==> src/rtl/amstrad_mmu_io_writer.sv <==
// amstrad_mmu_io_writer
//   Bus-master sequencer for the CPC gate-array/PAL I/O write protocol. On a
//   request it acquires the Z80 I/O bus and issues up to two I/O write strobes:
//   the 7Fxx PAL RAM-config write, then the DFxx upper-ROM select write.
//   It lets the snapshot restore and OSD reset paths force a RAM/ROM mapping
//   without involving the CPU.
//
// Ports
//   CLK        system clock, rising edge
//   reset_n    synchronous active-low reset
//   start      request a sequence (sampled only in IDLE)
//   do_ram     include the 7Fxx RAM-config write
//   do_rom     include the DFxx ROM-select write
//   ram_cfg    PAL MMR byte (bits 7:6 forced to 2'b11 on the bus)
//   page_hi    upper 512KB page select, drives io_A[8] = ~page_hi
//   rom_sel    upper ROM number
//   bus_gnt    bus grant from the CPU arbiter
//   bus_req    bus request
//   drive_en   io_A/io_D/io_WR are valid and must be muxed onto the bus
//   io_A       I/O address
//   io_D       I/O data
//   io_WR      I/O write strobe (the MMU samples its rising edge)
//   busy       sequence in progress
//   done       one-cycle pulse on normal completion
//   abort      one-cycle pulse when the grant is lost mid-sequence
//   dbg_state  current FSM state, for observation only
//
// Handshake: bus_req is a level request. It is raised when a sequence is
// accepted and held until the sequence completes or aborts. The bus is ours
// in any cycle where bus_gnt=1; bus_gnt=0 while we drive the bus means the
// arbiter has taken it back, and the sequence aborts on the following edge.
module amstrad_mmu_io_writer #(
  parameter int unsigned SETUP_LEN = 1,
  parameter int unsigned PULSE_LEN = 2,
  parameter int unsigned HOLD_LEN  = 1
) (
  input  logic        CLK,
  input  logic        reset_n,
  input  logic        start,
  input  logic        do_ram,
  input  logic        do_rom,
  input  logic [7:0]  ram_cfg,
  input  logic        page_hi,
  input  logic [7:0]  rom_sel,
  input  logic        bus_gnt,
  output logic        bus_req,
  output logic        drive_en,
  output logic [15:0] io_A,
  output logic [7:0]  io_D,
  output logic        io_WR,
  output logic        busy,
  output logic        done,
  output logic        abort,
  output logic [2:0]  dbg_state
);

  typedef enum logic [2:0] {
    S_IDLE    = 3'd0,
    S_REQ     = 3'd1,
    S_SETUP   = 3'd2,
    S_STROBE  = 3'd3,
    S_HOLD    = 3'd4,
    S_RELEASE = 3'd5
  } state_t;

  // Counters are loaded with length-1 and count down to zero.
  localparam logic [3:0] SETUP_M1 = 4'(SETUP_LEN - 1);
  localparam logic [3:0] PULSE_M1 = 4'(PULSE_LEN - 1);
  localparam logic [3:0] HOLD_M1  = 4'(HOLD_LEN - 1);

  state_t     state;
  logic [3:0] cnt;
  logic       do_ram_l;
  logic       do_rom_l;
  logic [5:0] ram_cfg_l;
  logic       page_hi_l;
  logic [7:0] rom_sel_l;
  logic       on_rom;     // 0: current write is the RAM-config write

  logic on_bus;
  assign on_bus    = (state == S_SETUP) || (state == S_STROBE) || (state == S_HOLD);
  assign dbg_state = state;

  always_ff @(posedge CLK) begin
    if (!reset_n) begin
      state     <= S_IDLE;
      cnt       <= '0;
      do_ram_l  <= 1'b0;
      do_rom_l  <= 1'b0;
      ram_cfg_l <= '0;
      page_hi_l <= 1'b0;
      rom_sel_l <= '0;
      on_rom    <= 1'b0;
      bus_req   <= 1'b0;
      drive_en  <= 1'b0;
      io_A      <= '0;
      io_D      <= '0;
      io_WR     <= 1'b0;
      busy      <= 1'b0;
      done      <= 1'b0;
      abort     <= 1'b0;
    end else begin
      done  <= 1'b0;
      abort <= 1'b0;
      if (on_bus && !bus_gnt) begin
        // Grant withdrawn: release everything at once, no retry.
        state    <= S_IDLE;
        cnt      <= '0;
        bus_req  <= 1'b0;
        drive_en <= 1'b0;
        io_WR    <= 1'b0;
        io_A     <= '0;
        io_D     <= '0;
        busy     <= 1'b0;
        abort    <= 1'b1;
      end else begin
        case (state)
          S_IDLE: begin
            if (start) begin
              if (do_ram || do_rom) begin
                do_ram_l  <= do_ram;
                do_rom_l  <= do_rom;
                ram_cfg_l <= ram_cfg[5:0];
                page_hi_l <= page_hi;
                rom_sel_l <= rom_sel;
                bus_req   <= 1'b1;
                busy      <= 1'b1;
                state     <= S_REQ;
              end else begin
                // Nothing to write: acknowledge without touching the bus.
                done <= 1'b1;
              end
            end
          end
          S_REQ: begin
            if (bus_gnt) begin
              on_rom   <= !do_ram_l;
              drive_en <= 1'b1;
              io_WR    <= 1'b0;
              if (do_ram_l) begin
                io_A <= {7'b0111111, ~page_hi_l, 8'h00};
                io_D <= {2'b11, ram_cfg_l};
              end else begin
                io_A <= 16'hDF00;
                io_D <= rom_sel_l;
              end
              cnt   <= SETUP_M1;
              state <= S_SETUP;
            end
          end
          S_SETUP: begin
            if (cnt == 4'd0) begin
              io_WR <= 1'b1;
              cnt   <= PULSE_M1;
              state <= S_STROBE;
            end else begin
              cnt <= cnt - 4'd1;
            end
          end
          S_STROBE: begin
            if (cnt == 4'd0) begin
              io_WR <= 1'b0;
              cnt   <= HOLD_M1;
              state <= S_HOLD;
            end else begin
              cnt <= cnt - 4'd1;
            end
          end
          S_HOLD: begin
            if (cnt != 4'd0) begin
              cnt <= cnt - 4'd1;
            end else if (!on_rom && do_rom_l) begin
              // Chain straight into the ROM write; SETUP keeps io_WR low so
              // the MMU sees two separate rising edges.
              on_rom <= 1'b1;
              io_A   <= 16'hDF00;
              io_D   <= rom_sel_l;
              cnt    <= SETUP_M1;
              state  <= S_SETUP;
            end else begin
              drive_en <= 1'b0;
              bus_req  <= 1'b0;
              busy     <= 1'b0;
              done     <= 1'b1;
              io_A     <= '0;
              io_D     <= '0;
              state    <= S_RELEASE;
            end
          end
          S_RELEASE: begin
            state <= S_IDLE;
          end
          default: begin
            state <= S_IDLE;
          end
        endcase
      end
    end
  end

endmodule

==> config.mk <==
export PLATFORM = sky130hd
export DESIGN_NAME = amstrad_mmu_io_writer
export DESIGN_NICKNAME = d
export VERILOG_FILES = /design/src/rtl/amstrad_mmu_io_writer.sv
export SDC_FILE = /design/constraint.sdc
export NUM_CORES = 1
export LEC_CHECK = 0
export ABC_CLOCK_PERIOD_IN_PS = 4730
export BUFFER_PORTS_ARGS = -buffer_cell sky130_fd_sc_hd__buf_2
export CAP_MARGIN = 25
export CORE_MARGIN = 4
export CORE_UTILIZATION = 55
export CTS_CLUSTER_DIAMETER = 200
export DETAILED_ROUTE_END_ITERATION = 10
export GPL_ROUTABILITY_DRIVEN = 0
export PLACE_DENSITY_LB_ADDON = 0.1
export RECOVER_POWER = 50
export SLEW_MARGIN = 0
export SYNTH_ARGS = -nofsm -noshare
export SYNTH_HDL_FRONTEND = slang
export SYNTH_SLANG_ARGS = --single-unit
==> constraint.sdc <==
create_clock -name CLK -period 4.73 [get_ports CLK]
set_input_delay 0.7095 -clock CLK [delete_from_list [all_inputs] [get_ports CLK]]
set_output_delay 0.7095 -clock CLK [all_outputs]
set_load 0.05 [all_outputs]
==> results.sh, run 1 <==
export IMPL_clock_latency_ns=0.29
export IMPL_vias_per_cell=5.27
export IMPL_status="completed"
export IMPL_design_area_mm2=0.00223
export IMPL_syn2layout_area_growth_pct=9.48
export IMPL_tightest_slew_ns=1.32
export IMPL_synth_top_flop_cell="dfxtp_1"
export IMPL_nFillCells=323
export IMPL_wire_per_inst_um=13.3
export IMPL_cp_start_kind="input port"
export IMPL_synth_edf_count=0
export IMPL_cap_violations=0
export IMPL_crit_path_max_fanout=18
export IMPL_r2r_cells=4
export IMPL_finalSetupViolCount=0
export IMPL_final_hold_violation_count=0
export IMPL_reg2reg_slack_ns=2.50
export IMPL_track_usage_pct=18.6
export IMPL_synth_cell_types=40
export IMPL_drt_iter0_drc=68
export IMPL_grt_max_degree=24
export IMPL_initial_core_util_pct=59.1
export IMPL_seq_area_um2=841
export IMPL_dp_slack_ns=2.62
export IMPL_grt_pass1_vias=1442
export IMPL_fin_skew_ns=0.00908
export IMPL_multi_input_area_mm2=0.00101
export IMPL_max_freq_mhz=428
export IMPL_htree_levels=2
export IMPL_final_util_pct=64.7
export IMPL_clk_pin_slew_worst_paths_ns=0.08
export IMPL_slew_violations=0
export IMPL_grt_pass1_wl_um=6620
export IMPL_overflow=0
export IMPL_synth_area_per_cell_um2=9.37
export IMPL_p_per_area_mw_per_mm2=482
export IMPL_tns_ns=0
export IMPL_antenna_found_initial=0
export IMPL_stdcell_count=297
export IMPL_min_period_over_period_pct=49.3
export IMPL_synth_top_cell_area_share_pct=41.4
export IMPL_crit_path_end_kind="flip-flop"
export IMPL_cts_root_buf="clkbuf_8"
export IMPL_netlist_instances=217
export IMPL_async_flop_share_pct=0
export IMPL_cts_tree="yes"
export IMPL_cts_num_sinks=42
export IMPL_synthTopCellsByCount="42 x dfxtp_1, 22 x a21oi_1, 20 x mux2i_1"
export IMPL_dieHeight_um=68.8
export IMPL_dr_pass1_iters=4
export IMPL_syn_area_mm2=0.00203
export IMPL_synth_most_common_cell="dfxtp_1"
export IMPL_postCtsSetupRepairBufs=0
export IMPL_numCtsBuffers=5
export IMPL_arrival_ns=2.51
export IMPL_ant_nets=0
export IMPL_slew_headroom_pct=12.3
export IMPL_port_buffers=45
export IMPL_ys_ff_latch=42
export IMPL_nets=275
export IMPL_min_path_type="reg -> reg"
export IMPL_drc=0
export IMPL_layout_min_cycle_time_ns=2.33
export IMPL_worstSetupPathType="in -> reg"
export IMPL_dieWidth_um=68.8
export IMPL_required_ns=4.91
export IMPL_rows=21
export IMPL_pin_count=56
export IMPL_clock_path_buffers=2
export IMPL_diodes=0
export IMPL_rsz0062_at_grt="false"
export IMPL_p_total_mw=1.07
export IMPL_dieArea_mm2=0.00473
export IMPL_drive_gt1_share_pct=18.7
export IMPL_hold_depth=2
export IMPL_finalWorstSetupSlack_ns=2.40
export IMPL_place_hpwl_um=2680
export IMPL_synth_top_area_cell="dfxtp_1"
export IMPL_coreArea_mm2=0.00344
export IMPL_synth_area_leaders="dfxtp_1 41%, mux2i_1 9.8%, buf_4 7.0%"
export IMPL_yosysWarnings=0
export IMPL_ir_drop_v=0.000262
export IMPL_vias=1564
export IMPL_finalWirelength_um=3950
export IMPL_cts_resized_gates=0
export IMPL_placed_area_mm2=0.00216
export IMPL_fin_hold_ws_ns=0.454
export IMPL_hold_buffers=0
export IMPL_p_leak_nw=0.888
export IMPL_yosysSeqAreaShare_pct=41.4
export IMPL_place_inst=289
-- flip-flops by register name, indices dropped and copies added, names as in the netlist, 3 cells and up --
register / count
io_D: 8
ram_cfg_l: 6
rom_sel_l: 8
cnt: 4
io_A: 4
dbg_state: 3
-- power breakdown --
part	switching, mW	internal (mW)
combinational	0.263	0.121
sequential	0.0535	0.402
clock	0.115	0.118
total	0.432	0.641
-- worst paths after layout --
| path | start | endpoint |
|---|---|---|
| hold reg to reg | io_D[4] | io_D[4] |
| hold / removal | io_D[4] | io_D[4] |
| setup reg to reg | dbg_state[0] | rom_sel_l[2] |
| setup / recovery | do_rom | rom_sel_l[2] |
-- cells by family (layout without fill, tap and decap cells) --
| kind of cell | after synthesis | after routing | share of synthesized area, % |
|---|---|---|---|
| fa+ha+maj | 2 | 2 | 1.23 |
| simple gates | 67 | 67 | 19.4 |
| other cells | 1 | 8 | 0.184 |
| compound gates | 48 | 48 | 14.5 |
| mux | 26 | 26 | 13.2 |
| buf+inv | 31 | 58 | 10.2 |
| flops | 42 | 42 | 41.4 |
-- layout make-up --
cell class / count / share of cell area, %
multi-input combinational: 151 / 45.6
sequential: 42 / 37.8
timing repair buffer: 46 / 9.27
clock buffer: 7 / 3.88
tap: 46 / 2.59
inverter: 4 / 0.675
clock inverter: 1 / 0.225
-- cell usage in the layout, fill, tap and decap left out, types with 2 or more instances in the layout --
cell type	count
nand3b_1	2
and3_1	2
nor3_1	3
ha_1	2
conb_1	8
nor2_1	8
nor3b_2	2
clkbuf_8	6
buf_2	27
o21ai_0	7
mux2i_1	20
mux2_2	6
dfxtp_1	42
inv_1	4
nand2b_1	3
o22ai_1	2
nor2b_1	19
nand3_1	2
a22oi_1	6
a21oi_2	2
nand2_1	16
a21oi_1	22
a31oi_1	2
clkbuf_1	20
nor4_1	2
-- routing by layer --
metal / global-route usage [%] / routed length [um] / share of wire [%] / vias to the layer above
met4: 5.84 / 44 / 1.1 / 0
li1: - / - / - / 801
met2: 29.6 / 1670 / 42 / 50
met3: 4.05 / 299 / 7.6 / 4
met1: 25.0 / 1940 / 49 / 709
met5: 0 / 0 / 0 / -
-- critical path: stages --
cell and delay [ns]:
clkbuf_1 0.14, o21ai_0 0.16, nor4_2 0.15, clkbuf_1 0.99, mux2i_1 0.30, nor2b_1 0.06
Note: power is estimated with default switching activity, not from simulation.
==> run 2, diff against run 1 <==
Settings changed: ABC_CLOCK_PERIOD_IN_PS 4730 to 2300, CORE_UTILIZATION 55 to 52.
Clock period 4.73 ns to 2.3 ns, I/O delays scaled along.
==> run 2 against run 1 <==
Cell count up 3.0%. Global-route usage down 0.66 points. Wire length is 8.0% higher. Hold slack got worse by 0.16 ns. Clock power is 150% higher. Die area rose by 5.1%. Sequential cell count unchanged. Core utilization fell by 3.2 points. Critical path depth decreased by 4. Count of clock-buffer cells in the layout is 1 lower. Sequential power grew 99%. Non-clock buffer count is 7 higher. Highest routed layer unchanged.
==> results.sh, run 2 (synthesis results as in run 1) <==
export IMPL_rows=22
export IMPL_crit_path_max_fanout=12
export IMPL_clk_pin_slew_worst_paths_ns=0.08
export IMPL_cts_resized_gates=0
export IMPL_p_leak_nw=0.896
export IMPL_port_buffers=45
export IMPL_cp_start_kind="flip-flop"
export IMPL_tns_ns=0
export IMPL_drive_gt1_share_pct=18.2
export IMPL_rsz0062_at_grt="false"
export IMPL_grt_pass1_vias=1554
export IMPL_slew_violations=0
export IMPL_slew_headroom_pct=48.2
export IMPL_grt_pass1_wl_um=7190
export IMPL_worstSetupPathType="reg -> out"
export IMPL_place_hpwl_um=3000
export IMPL_status="completed"
export IMPL_min_period_over_period_pct=85.7
export IMPL_power_switching_mw=0.919
export IMPL_nets=282
export IMPL_dieArea_mm2=0.00497
export IMPL_clock_latency_ns=0.30
export IMPL_ant_nets=0
export IMPL_cts_root_buf="clkbuf_8"
export IMPL_gr_usage_met2_pct=28.0
export IMPL_track_usage_pct=17.9
export IMPL_pin_count=56
export IMPL_tightest_slew_ns=0.775
export IMPL_finalSetupViolCount=0
export IMPL_p_int_mw=1.41
export IMPL_overflow=0
export IMPL_met1_usage_pct=23.2
export IMPL_required_ns=1.96
export IMPL_clkPwrFrac_pct=24.8
export IMPL_ir_drop_v=0.000589
export IMPL_cts_tree="yes"
export IMPL_final_cell_mix="42 x dfxtp_1, 26 x clkbuf_1, 22 x a21oi_1"
export IMPL_coreArea_mm2=0.00372
export IMPL_fin_hold_ws_ns=0.298
export IMPL_cap_violations=0
export IMPL_finalWirelength_um=4270
export IMPL_layout_min_cycle_time_ns=1.97
export IMPL_vias_per_cell=5.32
export IMPL_dieWidth_um=70.5
export IMPL_swShare_pct=39.5
export IMPL_fin_skew_ns=0.00677
export IMPL_wire_per_inst_um=14.0
export IMPL_drt_iter0_drc=86
export IMPL_hold_buffers=0
export IMPL_use_met3_pct=4.83
export IMPL_grt_max_degree=21
export IMPL_reg_top3="io_D: 8 flops, rom_sel_l: 8 flops, ram_cfg_l: 6 flops"
export IMPL_final_util_pct=61.5
export IMPL_numCtsBuffers=5
export IMPL_gr_max_usage_layer="met2"
export IMPL_crit_path_end_kind="output port"
export IMPL_cts_num_sinks=42
export IMPL_diodes=0
export IMPL_postCtsSetupRepairBufs=0
export IMPL_min_path_type="in -> reg"
export IMPL_syn2layout_area_growth_pct=12.4
export IMPL_initial_core_util_pct=54.7
export IMPL_layout_commonest_cell="dfxtp_1"
export IMPL_final_hold_violation_count=0
export IMPL_dr_pass1_iters=4
export IMPL_htree_levels=2
export IMPL_dieHeight_um=70.5
export IMPL_max_freq_mhz=507
export IMPL_power_frac_comb_pct=36.4
export IMPL_vias=1629
export IMPL_p_per_area_mw_per_mm2=1020
export IMPL_antenna_found_initial=0
export IMPL_clock_path_buffers=2
export IMPL_arrival_ns=1.63
export IMPL_sequentialPowerShare_pct=38.8
export IMPL_drc=0
==> run 2: cell count changes in the layout (fill, tap and decap cells not counted), sizes merged <==
| cell | before | now |
|---|---|---|
| bufinv | 0 | 1 |
| clkinvlp | 0 | 1 |
| clkinv | 1 | 0 |
| clkbuf | 26 | 32 |
==> run 2: area by class of cell <==
cell class / count / area (um2)
Fill cell: 363 / 1430
Multi-Input combinational cell: 151 / 1010
Sequential cell: 42 / 841
Timing Repair Buffer: 53 / 249
Clock buffer: 6 / 72.6
Tap cell: 48 / 60.1
Clock inverter: 2 / 37.5
Inverter: 4 / 15.0
==> run 2: path summary, 6_finish.rpt <==
kind / start / end / slack [ns] / cells after the start
setup reg to reg: dbg_state[2] / io_A[14] / 0.36 / 4
setup / recovery: dbg_state[0] / dbg_state[0] / 0.33 / 2
hold / removal: ram_cfg[1] / ram_cfg_l[1] / 0.30 / 3
hold reg to reg: io_D[3] / io_D[3] / 0.45 / 2
==> run 2: layer usage <==
metal / part of all wire, % / vias up
met5: 0 / -
met4: 1.9 / 0
met3: 8.6 / 7
met2: 45 / 59
met1: 45 / 747
li1: - / 816
==> run 2: metrics by stage <==
stage	instance area (um2)	total power, mW	worst slack [ns]	cells
5_1_grt	2280	2.46	0.230	306
3_3_place_gp	2220	1.79	0.579	298
3_5_place_dp	2220	1.80	0.527	298
6_report	2280	2.33	0.329	306
4_1_cts	2330	2.38	0.521	306
2_1_floorplan	2060	1.66	0.542	224
==> run 2: power groups by stage <==
stage               Clock (mW)  Combinational (mW)  Sequential (mW)
global placement             0               0.873            0.916
detailed placement           0               0.879            0.920
global route             0.625               0.917            0.919
CTS                      0.589               0.882            0.904
finish                   0.578               0.848            0.905
floorplan                    0               0.592             1.07
==> run 2: critical path: stages, from the launching register on <==
cell	delay, ns
dfxtp_1	0.39
clkbuf_1	0.42
clkbuf_1	0.52
